`src/rtl/noc_host_rx.sv`:
```
// Host-side ejection interface: filters packets by destination, buffers good
// ones in a first-word-fall-through FIFO and counts drops and deliveries.
module noc_host_rx #(
    parameter int PACKET_SIZE = 8,
    parameter int NUM_ROUTERS = 4,
    parameter int ROUTER_ID   = 0,
    parameter int DEPTH       = 4,
    localparam int ID_W       = (NUM_ROUTERS > 1) ? $clog2(NUM_ROUTERS) : 1,
    localparam int PAYLOAD_W  = PACKET_SIZE - 2 * ID_W
) (
    input  logic                   clk,
    input  logic                   rst,
    input  logic [PACKET_SIZE-1:0] host_data_out,
    input  logic                   host_out_valid,
    output logic                   host_out_ready,
    output logic                   rx_valid,
    input  logic                   rx_ready,
    output logic [ID_W-1:0]        rx_src,
    output logic [PAYLOAD_W-1:0]   rx_payload,
    output logic [7:0]             drop_cnt,
    output logic [15:0]            pkt_cnt
);

    localparam int PTR_W = $clog2(DEPTH);
    localparam int ENTRY_W = PACKET_SIZE - ID_W;
    localparam logic [PTR_W:0] FULL_COUNT = (PTR_W + 1)'(DEPTH);
    localparam logic [PTR_W-1:0] PTR_ONE = PTR_W'(1);
    localparam logic [ID_W-1:0] LOCAL_ID = ID_W'(ROUTER_ID);

    // The destination field is consumed by the filter, so only src and payload are stored.
    logic [ENTRY_W-1:0] mem [DEPTH];
    logic [PTR_W-1:0]   rd_ptr;
    logic [PTR_W-1:0]   wr_ptr;
    logic [PTR_W:0]     count;

    logic accept;
    logic good;
    logic drop;
    logic pop;

    assign host_out_ready = (count != FULL_COUNT) && !rst;
    assign rx_valid       = (count != '0) && !rst;

    assign accept = host_out_valid && host_out_ready;
    assign good   = accept && (host_data_out[ID_W-1:0] == LOCAL_ID);
    assign drop   = accept && (host_data_out[ID_W-1:0] != LOCAL_ID);
    assign pop    = rx_valid && rx_ready;

    assign rx_src     = mem[rd_ptr][ID_W-1:0];
    assign rx_payload = mem[rd_ptr][ENTRY_W-1:ID_W];

    always_ff @(posedge clk) begin
        if (good) begin
            mem[wr_ptr] <= host_data_out[PACKET_SIZE-1:ID_W];
        end
    end

    always_ff @(posedge clk) begin
        if (rst) begin
            rd_ptr <= '0;
            wr_ptr <= '0;
            count  <= '0;
        end else begin
            if (good) begin
                wr_ptr <= wr_ptr + PTR_ONE;
            end
            if (pop) begin
                rd_ptr <= rd_ptr + PTR_ONE;
            end
            case ({good, pop})
                2'b10:   count <= count + 1'b1;
                2'b01:   count <= count - 1'b1;
                default: count <= count;
            endcase
        end
    end

    always_ff @(posedge clk) begin
        if (rst) begin
            drop_cnt <= '0;
            pkt_cnt  <= '0;
        end else begin
            if (drop && (drop_cnt != 8'hFF)) begin
                drop_cnt <= drop_cnt + 8'd1;
            end
            if (pop) begin
                pkt_cnt <= pkt_cnt + 16'd1;
            end
        end
    end

endmodule
```
`config.mk`:
```
export PLATFORM = sky130hd
export DESIGN_NAME = noc_host_rx
export DESIGN_NICKNAME = d
export VERILOG_FILES = /design/src/rtl/noc_host_rx.sv
export SDC_FILE = /design/constraint.sdc
export NUM_CORES = 1
export LEC_CHECK = 0
export CORE_MARGIN = 2
export CORE_UTILIZATION = 45
export DETAILED_ROUTE_END_ITERATION = 10
export PLACE_DENSITY = 0.75
export SLEW_MARGIN = 20
export SYNTH_ARGS = -nofsm -noshare
export SYNTH_HDL_FRONTEND = slang
export SYNTH_SLANG_ARGS = --single-unit
```
`constraint.sdc`:
```
create_clock -name clk -period 2.5 [get_ports clk]
set_input_delay 0.75 -clock clk [delete_from_list [all_inputs] [get_ports clk]]
set_output_delay 0.75 -clock clk [all_outputs]
set_load 0.005 [all_outputs]
```
# [Word-level counts from Yosys, hierarchy flattened]
# Memories as Yosys holds them, arrays and structs flattened. A register that Yosys moved wholly into a read port is not among the register bits.
# Index checks and enable logic that the tools add are counted.
[totals] regBits=31 ram_bits=24 input_bits=12 out_inout_bits=32 wordCells=33 memories=1
[memory_table] memory="mem" depth=4 word_bits=6 read_ports=1 rd_ports_with_merged_regs=1 wr=1 line="31" text="logic [ENTRY_W-1:0] mem [DEPTH];"
[classes] n_addsub=6 n_eq_ne=4 muxes=5 reduce_logical=12
[ops] cell="$add A16 B1 Y16 const B" n=1
[ops] cell="$add A8 B1 Y8 const B" n=1
[ops] cell="$ne A8 B8 Y1 const B" n=1
[ops] cell="$logic_and A1 B1 Y1" n=7
[ops] cell="$pmux W3 S2" n=1
[ops] cell="$add A2 B1 Y2 const B" n=2
[ops] cell="$mux W2" n=2
[ops] cell="$reduce_bool A2 Y1" n=2
[ops] cell="$add A3 B1 Y3 const B" n=1
[ops] cell="$ne A3 B3 Y1 const B" n=1
[ops] cell="$reduce_bool A3 Y1" n=1
[ops] cell="$sub A3 B1 Y3 const B" n=1
[ops] cell="$eq A2 B1 Y1 const B" n=1
[ops] cell="$eq A2 B2 Y1 const B" n=1
[ops] cell="$logic_not A2 Y1" n=1
[ops] cell="$mux W1" n=2
[ops] cell="$logic_not A1 Y1" n=1

# [Longest topological paths before layout]
[depth] word_depth=6 mapped_depth=9 depth_no_buf=9

# [Worst setup path before layout]
# No wires, ideal clock.
[synth_path] kind="input to register" start="input port host_data_out[1]" end="register count[2]" setup_ps=70 arrival_ps=2491 t_required_ps=2430 path_slack_ps=-61 cell_stages=9 n_path_buf=0 path_cell_list="or3b_2 nor3_2 inv_1 ha_1 inv_1 fa_1 xor2_1 or3_1 a21oi_1"
[synth_via] elab_chain_len=4 word_cells_on_any_way=6 classes_between="2 x eq/ne; 1 x mux; 3 x reduce/logical"
[synth_rtl] item="from (decl)" line="13" text="input logic [PACKET_SIZE-1:0] host_data_out,"
[synth_rtl] item="$logic_not A2 Y1 *" line="45" text="assign good = accept && (host_data_out[ID_W-1:0] == LOCAL_ID);"
[synth_rtl] item="$logic_and A1 B1 Y1 *" line="45"
[synth_rtl] item="$eq A2 B1 Y1 / $eq A2 B2 Y1 (equally long branches)" line="70" text="case ({good, pop})"
[synth_rtl] item="$pmux W3 S2 / $reduce_bool A2 Y1 (equally long branches)"
[synth_rtl] item="to (signal assigned)" line="71" text="2'b10: count <= count + 1'b1;"
[synth_rtl] item="to (signal assigned)" line="72" text="2'b01: count <= count - 1'b1;"
[synth_rtl] item="to (signal assigned)" line="73" text="default: count <= count;"
[synth_rtl] item="to (decl)" line="34" text="logic [PTR_W:0] count;"
# Mark *: on every way between the ends. The rest lies on a longest branch, timed or not.
# A chain may end at the register's enable or synchronous reset.

# [Worst setup path in the final report]
[layout_path] start="input port rst" end="register count[2]"
[layout_via] word_cells_on_any_way=10 classes_between="2 x eq/ne; 1 x mux; 7 x reduce/logical"
[layout_rtl] item="from (decl)" line="12" text="input logic rst,"
[layout_rtl] item="$logic_not A1 Y1 *" line="42" text="assign rx_valid = (count != '0) && !rst;"
[layout_rtl] item="$logic_and A1 B1 Y1 *" line="42"
[layout_rtl] item="$logic_and A1 B1 Y1 *" line="47" text="assign pop = rx_valid && rx_ready;"
[layout_rtl] item="net pop" line="39" text="logic pop;"
[layout_rtl] item="$eq A2 B1 Y1 / $eq A2 B2 Y1 (equally long branches)" line="70"
[layout_rtl] item="$pmux W3 S2 / $reduce_bool A2 Y1 (equally long branches)"
# The timed path passes the listed nets; every way through them passes the cells marked *.

==> results.tsv <==
metric	value	unit
syn2layout_area_growth	36.25	%
drt_iter0_drc	131	
dpl-instance-area	3183	um2
core-area	5405	um2
worstSetupStartpointType	input pin	
holdBufCountCts	0	
cts_buffer_depth	2	
io_pins	44	
max_freq	406.4	MHz
status	finished clean	
finalCritPeriodShare	98.43	%
cts_made_buffers	9	
die_area	6132	um2
drt_first_pass_iters	4	
synth_enable_flop_cells	24	
syn_avg_cell_area	11.40	um2
rrSetupSlack	0.33	ns
ant_nets	0	
diodes	0	
min_to	pkt_cnt[15]$_SDFFE_PP0P_	
max_slew_margin	65.07	%
period_needed	2.461	ns
reg2reg_to	count[2]$_SDFFE_PP0P_	
slew_violations	0	
ys_seq_elements	57	
synth_compound_area_share	7.100	%
muxShareOfSynthArea	6.697	%
finalHoldViolations	0	
hold_class	flop to flop	
synth_fa_ha_area_share	4.330	%
clk_pin_slew	0.06	ns
powerDensity	521.6	nW/um2
antenna_found_initial	0	
cts_tree	yes	
synthXorXnorAreaFrac	4.935	%
start_util	45.97	%
async_flop_share	0	%
dpl.hpwl	3591	um
htreeDepth	3	
crit_fanout	2	
fin_skew	0.005985	ns
setup_viol	0	
grt_max_degree	24	
ir_drop	0.2856	mV
io_buffers	43	
drv_cap	0	
avgViaCountPerCell	5.278	
r2r_start	count[2]$_SDFFE_PP0P_	
setup_ws	0.03925	ns
vias	1937	
synth_nets	238	
cp-end-kind	flop	
globalRouteOverflowTotal	0	
cp.required	2.76	ns
whs_path_depth	2	
layout.nets	311	
path_class	input pin to flop	
synth_top_family_by_area	simple AND/OR/NAND/NOR gates	
cts-root-buf	clkbuf_8	
drc	0	
synth_warnings	0	
wl	5022	um
drive_gt1_share	18.64	%
rows	27	
ff2ff_path_depth	10	
p_leak	1.227	nW
avgRoutedWirePerCell	13.68	um
synth_cells	218	
place_ws	-0.4032	ns
syn_area	2485	um2
ys.flop_type	dfxtp_1	
crit_slowest_cell	clkdlybuf4s50_1	
hold_path.startpoint	pkt_cnt[15]$_SDFFE_PP0P_	
ys_seq_area_share	55.59	%
rsz0062_at_grt	true	
clk-insertion-delay-late	0.32	ns
worstPathArrival	2.72	ns
synthSimpleGateAreaFrac	18.43	%
first_global_vias	1956	
cpPeakStageDelay	0.41	ns
synth_cell_types	40	
stdcell_area	3386	um2
die_x	78.31	um
gp_congestion	0.8059	
path_cells	clkdlybuf4s50_1 -> nand2b_1 -> nor2_2 -> ha_2 -> inv_2 -> fa_2 -> xor2_1 -> or3_1 -> a21oi_2	
clock_sinks	57	
die_h	78.31	um
n_fill_cell	434	
grt_pass1_wl	8659	um
grt_usage	18.31	%
worstMarginPinSlew	0.5211	ns
power by group:
group / internal, W / switching (W) / total [W]
sequential: 0.000976 / 0.00000700 / 0.000983
clock: 0.000354 / 0.000321 / 0.000675
combinational: 0.0000574 / 0.0000498 / 0.000107
total: 0.00139 / 0.000378 / 0.00177
worst max-delay path, delay by kind of cell:
kind / cells / cell delay (ns)
AOI/OAI and AO/OA: 1 / 0.12
xor gates and xnor gates: 1 / 0.15
adders and majority gates: 2 / 0.56
buffers and inverters: 2 / 0.45
and+or+nand+nor: 3 / 0.69
how the worst max path moves through the flow:
stage / start / endpoint / slack (ns) / cells past startpoint
6_report: rst / count[2]$_SDFFE_PP0P_ / 0.04 / 9
5_1_grt: rst / count[2]$_SDFFE_PP0P_ / -0.04 / 9
4_1_cts: host_out_valid / count[2]$_SDFFE_PP0P_ / 0.0002 / 10
3_5_place_dp: host_out_valid / count[2]$_SDFFE_PP0P_ / -0.40 / 10
3_3_place_gp: host_out_valid / count[2]$_SDFFE_PP0P_ / -0.32 / 10
2_1_floorplan: rst / host_out_ready / 0.02 / 4
through the flow:
step	util (%)	hold WS [ns]	std cells	TNS, ns	power [W]
after floorplan	-	0.4698	218	0	0.001047
after global placement	58.89	0.4721	348	-3.774	0.001106
after detailed placement	58.89	0.4813	348	-4.573	0.001110
after CTS	62.04	0.4932	366	0	0.001784
after global routing	62.64	0.5135	367	-0.04325	0.001831
final	62.64	0.4905	367	0	0.001766
cell type report:
type | count | area, um2 | share of cell area [%]
timing repair buffer | 70 | 670.6 | 19.81
clock buffer | 14 | 142.6 | 4.213
tap | 72 | 90.09 | 2.661
inverter | 11 | 41.29 | 1.220
sequential | 57 | 1381 | 40.80
multi-input combinational | 142 | 1055 | 31.15
clock inverter | 1 | 5.005 | 0.1478
placed cells by master (no fill, tap or decap), types with 7 or more instances in the layout:
| cell | n |
|---|---|
| dfxtp_1 | 33 |
| xor2_1 | 7 |
| xnor2_1 | 7 |
| clkdlybuf4s50_1 | 32 |
| edfxtp_1 | 24 |
| nand3_1 | 11 |
| buf_4 | 24 |
| nand2_1 | 7 |
| a21oi_1 | 10 |
| inv_1 | 10 |
| clkbuf_8 | 9 |
| nor2_1 | 22 |
repair_timing:
item,in CTS,in global routing
resized for setup,7,11
pin swaps,1,5
endpoints found under the setup margin,9,8
setup buffers,3,1
metal layers:
metal | track usage, % | share of wire, % | vias to the layer above
li1 | - | - | 952
met1 | 20.96 | 43 | 941
met2 | 31.47 | 52 | 35
met3 | 3.908 | 3.2 | 9
met4 | 10.88 | 2.2 | 0
met5 | 0 | 0 | -
logic make-up after synthesis:
group                    after synthesis
AND/OR/NAND/NOR                       83
AO/OA/AOI/OAI                         28
flip-flops                            57
adder cells (fa/ha/maj)                8
buffers and inverters                 19
multiplexers                           9
XOR/XNOR                              14
cell usage after synthesis (all sizes together) (2+ instances only):
library cell / n / area share, %
o21ai: 6 / 1.2
nor2: 23 / 3.5
inv: 11 / 1.7
a31o: 2 / 0.71
and4: 2 / 0.71
nand4: 5 / 1.3
edfxtp: 24 / 29
o311ai: 2 / 0.71
a21oi: 11 / 2.2
nor3: 5 / 1.4
nand2: 7 / 1.1
xnor2: 7 / 2.5
o41ai: 3 / 1.1
nand3: 11 / 2.2
and2: 6 / 1.5
nor4: 4 / 1.0
buf: 3 / 0.50
dfxtp: 33 / 27
o31ai: 3 / 0.91
clkbuf: 5 / 0.76
mux2i: 2 / 0.81
and3: 2 / 0.50
ha: 7 / 3.5
or3: 6 / 1.5
xor2: 7 / 2.5
or4: 5 / 1.5
mux4: 6 / 5.4
sequential cells by signal, summed over array words and instances, names as in the netlist, named ones only:
| name | count |
|---|---|
| count | 3 |
| mem | 24 |
| wr_ptr | 2 |
| pkt_cnt | 16 |
| rd_ptr | 2 |
| drop_cnt | 8 |
Note: power is estimated with default switching activity, not from simulation.
